===== config.mk =====
export PLATFORM = sky130hd
export DESIGN_NAME = counter_sequence_monitor
export DESIGN_NICKNAME = d
export VERILOG_FILES = /design/src/rtl/counter_sequence_monitor.sv
export SDC_FILE = /design/constraint.sdc
export NUM_CORES = 1
export LEC_CHECK = 0
export CORE_AREA = 2 2 58 60
export CTS_CLUSTER_DIAMETER = 40
export DETAILED_ROUTE_END_ITERATION = 16
export DIE_AREA = 0 0 60 62
export DONT_BUFFER_PORTS = 1
export GPL_ROUTABILITY_DRIVEN = 1
export GPL_TIMING_DRIVEN = 1
export HOLD_SLACK_MARGIN = 0.1
export PLACE_DENSITY = 0.72
export REMOVE_ABC_BUFFERS = 1
export SYNTH_ARGS = -nofsm -noshare
export SYNTH_HDL_FRONTEND = slang
export SYNTH_SLANG_ARGS = --single-unit

===== constraint.sdc =====
create_clock -name Clk -period 2.3 [get_ports Clk]
set_input_delay 0.46 -clock Clk [delete_from_list [all_inputs] [get_ports Clk]]
set_output_delay 0.46 -clock Clk [all_outputs]
set_load 0.01 [all_outputs]

===== src/rtl/counter_sequence_monitor.sv =====
`default_nettype none
// +--------------------------------------------------------------------------+
// | counter_sequence_monitor: checks a 4-bit up count for +1 mod 16 steps,   |
// | reporting lock, wrap and sequence-error status with saturating tallies.  |
// | Revision: 1.0                                                            |
// +--------------------------------------------------------------------------+
module counter_sequence_monitor #(
   parameter int LOCK_COUNT = 2,
   parameter int WRAP_W     = 8,
   parameter int ERR_W      = 4,
   parameter int ALLOW_HOLD = 0
) (
   input  logic              Clk,
   input  logic              rst,
   input  logic              Q0,
   input  logic              Q1,
   input  logic              Q2,
   input  logic              Q3,
   output logic [3:0]        count_val,
   output logic              locked,
   output logic              tc_pulse,
   output logic              err_pulse,
   output logic              fault_sticky,
   output logic [WRAP_W-1:0] wrap_cnt,
   output logic [ERR_W-1:0]  err_cnt
);

   typedef enum logic [1:0] {
      ST_ACQUIRE = 2'd0,
      ST_LOCKING = 2'd1,
      ST_LOCKED  = 2'd2,
      ST_FAULT   = 2'd3
   } state_t;

   localparam logic [3:0] C_LOCK_COUNT = 4'(LOCK_COUNT);
   localparam bit         C_ALLOW_HOLD = (ALLOW_HOLD != 0);

   state_t            state_q, state_d;
   logic [3:0]        streak_q, streak_d;
   logic [3:0]        samp_q, samp_d;
   logic [3:0]        last_q, last_d;
   logic              vld_q, vld_d;
   logic              locked_q, locked_d;
   logic              tc_q, tc_d;
   logic              err_q, err_d;
   logic              fault_q, fault_d;
   logic [WRAP_W-1:0] wrap_q, wrap_d;
   logic [ERR_W-1:0]  errc_q, errc_d;

   logic [3:0]        w_delta;
   logic              w_is_inc;
   logic              w_is_hold;
   logic              w_legal;

   always_comb begin
      w_delta   = samp_q - last_q;
      w_is_inc  = (w_delta == 4'd1);
      w_is_hold = C_ALLOW_HOLD && (w_delta == 4'd0);
      w_legal   = w_is_inc || w_is_hold;

      state_d   = state_q;
      streak_d  = streak_q;
      samp_d    = {Q3, Q2, Q1, Q0};
      last_d    = samp_q;
      vld_d     = 1'b1;
      tc_d      = 1'b0;
      err_d     = 1'b0;
      fault_d   = fault_q;
      wrap_d    = wrap_q;
      errc_d    = errc_q;

      case (state_q)
         // samp holds reset junk until the first real sample has been taken
         ST_ACQUIRE: begin
            if (vld_q) begin
               state_d  = ST_LOCKING;
               streak_d = 4'd0;
            end
         end
         ST_LOCKING: begin
            if (w_is_inc) begin
               if (streak_q + 4'd1 == C_LOCK_COUNT) begin
                  state_d  = ST_LOCKED;
                  streak_d = 4'd0;
               end else begin
                  streak_d = streak_q + 4'd1;
               end
            end else if (!w_is_hold) begin
               streak_d = 4'd0;
            end
         end
         ST_LOCKED: begin
            if (w_legal) begin
               if (last_q == 4'd15 && samp_q == 4'd0) begin
                  tc_d = 1'b1;
                  if (wrap_q != {WRAP_W{1'b1}}) wrap_d = wrap_q + WRAP_W'(1);
               end
            end else begin
               err_d   = 1'b1;
               fault_d = 1'b1;
               state_d = ST_FAULT;
               if (errc_q != {ERR_W{1'b1}}) errc_d = errc_q + ERR_W'(1);
            end
         end
         ST_FAULT: begin
            state_d  = ST_LOCKING;
            streak_d = 4'd0;
         end
         default: begin
            state_d  = ST_ACQUIRE;
            streak_d = 4'd0;
         end
      endcase

      locked_d = (state_d == ST_LOCKED);
   end

   always_ff @(posedge Clk) begin
      if (rst) begin
         state_q  <= ST_ACQUIRE;
         streak_q <= 4'd0;
         samp_q   <= 4'd0;
         last_q   <= 4'd0;
         vld_q    <= 1'b0;
         locked_q <= 1'b0;
         tc_q     <= 1'b0;
         err_q    <= 1'b0;
         fault_q  <= 1'b0;
         wrap_q   <= '0;
         errc_q   <= '0;
      end else begin
         state_q  <= state_d;
         streak_q <= streak_d;
         samp_q   <= samp_d;
         last_q   <= last_d;
         vld_q    <= vld_d;
         locked_q <= locked_d;
         tc_q     <= tc_d;
         err_q    <= err_d;
         fault_q  <= fault_d;
         wrap_q   <= wrap_d;
         errc_q   <= errc_d;
      end
   end

   assign count_val    = samp_q;
   assign locked       = locked_q;
   assign tc_pulse     = tc_q;
   assign err_pulse    = err_q;
   assign fault_sticky = fault_q;
   assign wrap_cnt     = wrap_q;
   assign err_cnt      = errc_q;

endmodule
`default_nettype wire


* Yosys cells after proc, flatten, opt, wreduce, memory -nomap -nowiden *
Index checks and enable logic that the tools add are counted.

cells by class
  $add $sub $neg = 4
  equality and inequality tests = 10
  mux-type cells = 12
  bitwise logic cells = 2
  reductions and logical operators = 10

operators by type and width
  operator             number
  $mux 4               3
  $pmux 4 s3           1
  $add 4x1->4 const B  2
  $add 8x1->8 const B  1
  $mux 2               4
  $ne 8x8->1 const B   1
  $pmux 2 s4           1
  $eq 2x2->1 const B   3
  $eq 4x1->1 const B   1
  $eq 4x2->1 const B   1
  $eq 4x4->1 const B   1
  $logic_not 4->1      1
  $ne 4x4->1 const B   1
  $reduce_and 2->1     2
  $reduce_and 4->1     1
  $sub 4x4->4          1
  $mux 1               3
  $reduce_and 3->1     1
  $reduce_bool 3->1    1
  $reduce_or 3->1      1
  $eq 2x1->1 const B   1
  $logic_not 2->1      1
  $ne 2x2->1 const B   1
  $not 1->1            2
  2 further kinds      2

storage, ports and cells
  register bits = 31
  input bits = 6

* Longest topological paths before layout *
Gate-level depths: netlist of run 1.

  depth in word-level cells = 6
  gate-level depth with buffers = 11
  depth with buffers taken out = 9

* Least setup slack after synthesis of run 1 *
Ideal clock, no wire load.

  kind = register -> register
  start = reg samp_q[0] (netlist: count_val[0])
  end = reg wrap_q[5] (netlist: wrap_cnt[5])
  library setup time = 0.121 ns
  arrival time = 2.423 ns
  required time = 2.179 ns
  path slack = -0.244 ns
  cell stages (with the launch flop) = 10
  clock period less this slack = 2.544 ns
  cell sequence = dfxtp_1 -> inv_1 -> ha_1 -> inv_1 -> fa_1 -> or3_4 -> a21o_1 -> buf_6 -> nor4_1 -> mux2_2

between the ends
  word-level cells in the longest chain between the ends = 3

ends and longest elaborated chain
  what                                                    RTL line  source
  start, declared                                         40        logic [3:0] samp_q, samp_d;
  start signal, assigned                                  134       samp_q <= samp_d;
  $sub 4x4->4 / $logic_not 4->1 (equally long branches)   56, 94
  $eq 4x1->1 / $logic_and 1x1->1 (equally long branches)  57, 94
  $reduce_and 4->1 (no line) (*)                          n/a
  end signal, assigned                                    141       wrap_q <= wrap_d;
  end, declared                                           47        logic [WRAP_W-1:0] wrap_q, wrap_d;

Every way passes the cells marked *; elsewhere a longest branch is shown, timed or not.
A chain may end at the register's enable or synchronous reset.

* Worst setup path in the final report of run 1 *
  start = reg samp_q[0] (netlist: count_val[0])
  end = reg wrap_q[0] (netlist: wrap_cnt[0])

The elaborated chain is that of the path after synthesis.

==> results of run 1 <==
==> state kept, by name, summed over array words and instances, names as in the netlist <==
name          count
wrap_cnt          8
count_val         4
err_cnt           4
last_q            4
streak_q          4
state_q           2
err_pulse         1
fault_sticky      1
locked            1
tc_pulse          1
vld_q             1
==> worst paths after layout <==
kind / from / end / slack (ns) / cells after the start
hold / removal: rst / wrap_cnt[1] / 0.18 / 1
setup / recovery: count_val[0] / wrap_cnt[0] / 0.007 / 9
setup reg to reg: count_val[0] / wrap_cnt[0] / 0.007 / 9
hold reg to reg: streak_q[3] / streak_q[3] / 0.51 / 2
==> synthesized netlist by cell type, types with 2 or more instances <==
cell type,count
o21ai_0,5
or3_1,2
dfxtp_1,31
mux2_2,3
nor2b_1,13
nor2_1,10
xor2_1,2
o31ai_1,5
nand2_1,9
and3_1,2
and2_1,5
nand3_1,12
inv_1,10
ha_1,7
clkbuf_1,4
nor4bb_1,2
o41ai_1,2
nor3_1,2
or4_1,5
a21o_1,2
a21oi_1,17
==> layout make-up <==
cell class | instances | area, um2 | area share, %
flip-flops and latches | 31 | 623 | 36.1
well taps | 46 | 57.6 | 3.34
inverters | 10 | 37.5 | 2.18
clock buffers | 8 | 68.8 | 3.99
repair buffers | 10 | 78.8 | 4.57
multi-input cells | 119 | 858 | 49.8
==> worst max-delay path: cells and delay by family, from the launching register on <==
family | cells | cell delay (ns)
simple gates | 2 | 0.75
fa+ha+maj | 2 | 0.56
compound gates | 2 | 0.36
flops | 1 | 0.34
buf+inv | 3 | 0.24
==> through the flow <==
stage	instance area, um2	utilization (%)
2_1_floorplan	1430	-
3_3_place_gp	1560	48.9
3_5_place_dp	1560	48.9
4_1_cts	1700	53.4
5_1_grt	1720	54.2
6_report	1720	54.2
==> logic make-up after synthesis <==
family / count (synthesis)
buffers and inverters: 16
DFF: 31
and+or+nand+nor: 67
xor gates and xnor gates: 2
muxes: 3
AOI/OAI and AO/OA: 38
adders and majority gates: 8
==> power groups by stage <==
stage               clock [W]  sequential (W)  combinational (W)
finish               0.000367        0.000554          0.0000818
global route         0.000396        0.000555          0.0000898
CTS                  0.000375        0.000554          0.0000798
detailed placement          0        0.000565          0.0000657
global placement            0        0.000565          0.0000637
floorplan                   0        0.000566          0.0000412
==> layer usage <==
layer  vias up  wire length, um  track usage, %
li1        617                -               -
met1       583             1340            20.0
met2        28             1570            31.5
met3         5              147            7.66
met4         0               51            7.94
met5         -                0               0
==> timing repair <==
| action | CTS | global route |
|---|---|---|
| pin swaps | 12 | 0 |
| gates cloned | 1 | 0 |
| endpoints found under the setup margin | 15 | 10 |
| resized for setup | 17 | 5 |
| buffers inserted | 0 | 1 |
| endpoints found under the hold margin | 0 | 0 |
==> reports/metrics.cfg, run 1 <==
[placement]
dp_cells = 214
gp_congestion = 0.816
place.detailed.hpwl_um = 2070
pre_cts_ws_ns = -0.237
io_buffers = 0

[critical_path]
required_ns = 2.58
crit_top_cell = inv_2
cp_slowest_stage_delay_ns = 0.41
critical_path_class = reg -> reg
cp_cell_sequence = inv_2 -> ha_4 -> inv_2 -> fa_2 -> or3_4 -> a21o_4 -> buf_6 -> or3_1 -> a21oi_1
slowest_stage = fa_2
cp_max_fo = 7
worstPathArrival_ns = 2.57
critPathLaunchType = flip-flop
end_kind = flip-flop

[timing]
fmax_mhz = 436
max_slew_margin_pct = 67.2
fin_crit_ns = 2.29
rsz0062_at_grt = yes
finClkSkew_ns = 0.00504
setup_slack_ns = 0.00670
period_share_pct = 99.7
worstMarginPinSlew_ns = 0.492
finalMaxSlewViolations = 0
finalSetupViolCount = 0
hold_viol = 0
whs_ns = 0.178
finalSetupTns_ns = 0

[final_layout]
drive_gt1_share_pct = 21.3
fillers = 282
final_common_cell = dfxtp_1
instances_no_fill = 224
nNetsFinal = 191
antennaDiodeCount = 0
most-common-layout-cells = 29 x dfxtp_1, 14 x a21oi_1, 13 x nor2b_1, 12 x nand3_1, 10 x nor2_1
area_delta_synth_final_pct = 18.1

[yosys]
synth_area_per_cell_um2 = 8.85
synth_edf_count = 0
synth_xor_area_share_pct = 1.20
yosys_warnings = 0
seq_area_frac_synth_pct = 42.5
synth_cell_types = 36
dominantRegCellSynth = dfxtp_1
synth_mux_area_share_pct = 2.31
yosysTopAreaCell = dfxtp_1
synth_adder_area_share_pct = 7.37
syn_area_um2 = 1460
synth_top_area_share_pct = 42.5
yosys.area_share.simple_pct = 25.7
synth.area.top_cells = dfxtp_1 43%, ha_1 6.0%, a21oi_1 5.8%
synth_top_family_by_area = simple AND/OR/NAND/NOR gates
synthArstFlopShare_pct = 0
synth_seq_cells = 31
synth-compound-area-share_pct = 16.3
postSynthCellCount = 165

[die]
ios = 26
row_count = 21
core_area_um2 = 3180
die_w_um = 60
die_y_um = 62
die_area_um2 = 3720
start_util_pct = 45.9

[routing]
drt-total-wl_um = 3120
post_drt_wl_per_cell_um = 13.9
drtPass1Iterations = 5
routed_via_density = 5.50
drcViolationCount = 0
vias = 1233
drt_iter0_drc = 69
postRouteAntennaNets = 0

[grt]
gr-total-overflow = 0
grt_usage_pct = 18.4
grt_pass1_wl_um = 5020
grt_pass1_vias = 1190
antenna_found_initial = 0
grt_start_max_net_pins = 33

[cts]
htreeDepth = 2
clk_path_buf_depth = 2
cts_tree = done
holdBufCountCts = 0
clock_latency_ns = 0.34
clkSinkCount = 31
clk_pin_slew_ns = 0.10
numCtsBuffers = 5
cts-root-buf = clkbuf_4

[power]
p_comb_share_pct = 8.2
switching_power_w = 0.000239
finalPower_w = 0.00100
p_seq_share_pct = 55.3
leakagePower_nw = 0.641
ir_drop_v = 0.000234
internal_power_w = 0.000764
switching_share_pct = 23.8
clkPwrFrac_pct = 36.6
power-per-cell-area_nw_per_um2 = 582

[status]
run_status = completed

[worst_hold_path]
hp-class = in -> reg

[job]
max_cap_violations = 0

No activity file was read; power rests on OpenSTA's default activity.
==> run 2, diff against run 1 <==
==> constraint.sdc (replaced) <==
create_clock -name Clk -period 2.3 [get_ports Clk]
set_input_delay 0.46 -clock Clk [delete_from_list [all_inputs] [get_ports Clk]]
set_output_delay 0.46 -clock Clk [all_outputs]
set_load 0.1 [all_outputs]
==> reports/metrics.cfg, run 2 (same netlist as run 1, synthesis figures left out) <==
[status]
run_status = finished, violations left
violations = negative setup slack

[placement]
gp_congestion = 0.783
io_buffers = 0
dpl_cell_area_um2 = 1680
place.detailed.hpwl_um = 2270

[cts]
clk_path_buf_depth = 2
cts_tree = done
clock_latency_ns = 0.33
holdBufCountCts = 0
clkSinkCount = 31
clk_pin_slew_ns = 0.10
cts-root-buf = clkbuf_4
htreeDepth = 2
numCtsBuffers = 5

[power]
clkPwrFrac_pct = 40.0
p_comb_share_pct = 10.1
internal_power_w = 0.000844
p_seq_share_pct = 49.9
switching_share_pct = 23.8
power-per-cell-area_nw_per_um2 = 593
switching_power_w = 0.000264
leakagePower_nw = 0.753
ir_drop_v = 0.000374

[critical_path]
worstPathArrival_ns = 2.64
rrSetupSlack_ns = -0.06
reg2regPathDepth = 9
required_ns = 2.58
cp_max_fo = 7
end_kind = flip-flop
critical_path_class = reg -> reg
critPathLaunchType = flip-flop

[die]
core_area_um2 = 3180
die_w_um = 60
die_y_um = 62
ios = 26
die_area_um2 = 3720
start_util_pct = 45.9
row_count = 21

[routing]
drcViolationCount = 0
drt_iter0_drc = 100
routed_via_density = 5.45
vias = 1324
post_drt_wl_per_cell_um = 13.5
drtPass1Iterations = 4
postRouteAntennaNets = 0
drt-total-wl_um = 3290

[final_layout]
final_common_cell = dfxtp_1
nNetsFinal = 210
antennaDiodeCount = 0
area_delta_synth_final_pct = 28.0
most-common-layout-cells = 30 x dfxtp_1, 28 x buf_4, 15 x a21oi_1, 13 x nor2b_1, 12 x nand3_1
final_area_um2 = 1870
largest_reg_flops = 8
drive_gt1_share_pct = 27.9
fillers = 299

[grt]
gr-total-overflow = 0
grt_pass1_vias = 1244
grt_busiest_layer = met2
grtUsageMet2_pct = 34.0
antenna_found_initial = 0
grt_usage_pct = 19.3
grt_pass1_wl_um = 5270
grt_start_max_net_pins = 33
grt_util_met1_pct = 20.8
grt_use_met3_pct = 6.42

[timing]
fin_crit_ns = 2.36
period_share_pct = 103
whs_ns = 0.177
hold_viol = 0
finalMaxSlewViolations = 0
max_slew_margin_pct = 67.1
rsz0062_at_grt = yes
worstMarginPinSlew_ns = 0.493
finClkSkew_ns = 0.00522
finalSetupViolCount = 5
setup_slack_ns = -0.0600
fmax_mhz = 424

[job]
max_cap_violations = 0

[worst_hold_path]
hp-class = in -> reg
holdPathStages = 1

-- run 2: changes by cell type in the layout (fill, tap and decap cells not counted), sizes merged --
cell    previous run  this run
bufinv             0         1
clkinv             0         1
clkbuf             8         6
buf               10        29
-- run 2: power groups by stage --
stage          registers, W  logic (W)  clock network [W]
2_1_floorplan      0.000591  0.0000412                  0
3_3_place_gp       0.000564  0.0000909                  0
3_5_place_dp       0.000565  0.0000944                  0
4_1_cts            0.000553   0.000107           0.000458
5_1_grt            0.000554   0.000121           0.000478
6_report           0.000553   0.000111           0.000443
-- run 2: worst max-delay path, cell delays in order, from the launching register on --
cell     delay (ns)
dfxtp_2        0.35
inv_2          0.05
ha_4           0.16
inv_2          0.05
fa_2           0.42
or3_4          0.41
a21o_4         0.23
buf_6          0.13
or3_4          0.37
a21oi_2        0.14
-- run 2: routing by layer --
metal  up-vias  routed length (um)
met2        38                1690
met4         0                  84
met5         -                   0
met3         8                 165
li1        654                   -
met1       624                1340
-- run 2: path summary, 6_finish.rpt --
check,startpoint,to
hold / removal,rst,wrap_cnt[1]
hold reg to reg,fault_sticky,fault_sticky
setup / recovery,count_val[0],wrap_cnt[1]
setup reg to reg,count_val[0],wrap_cnt[1]
-- run 2: layout make-up --
type / instances / area [um2] / share of cell area (%)
multi-input cells: 119 / 845 / 45.2
flip-flops and latches: 31 / 622 / 33.3
repair buffers: 29 / 221 / 11.8
well taps: 46 / 57.6 / 3.08
clock buffers: 6 / 51.3 / 2.74
inverters: 10 / 37.5 / 2.01
clock inverters: 2 / 35.0 / 1.87
-- run 2: what timing repair did --
action / CTS / global route
setup endpoints to repair: 15 / 14
resized for setup: 13 / 5
cloned: 1 / 0
setup buffers: 2 / 1
pin swaps: 11 / 1
-- run 2: through the flow --
stage                     setup TNS, ns  power (W)  instances  util [%]  setup WS (ns)
after global placement            -1.18   0.000655        231      52.9         -0.186
final                            -0.185    0.00111        243      58.8        -0.0600
after detailed placement          -2.37   0.000659        231      52.9         -0.274
after CTS                        -0.139    0.00112        242      57.7        -0.0528
after floorplan                  -15.17   0.000633        159         -         -0.967
after global routing              -1.05    0.00115        243      58.8         -0.141
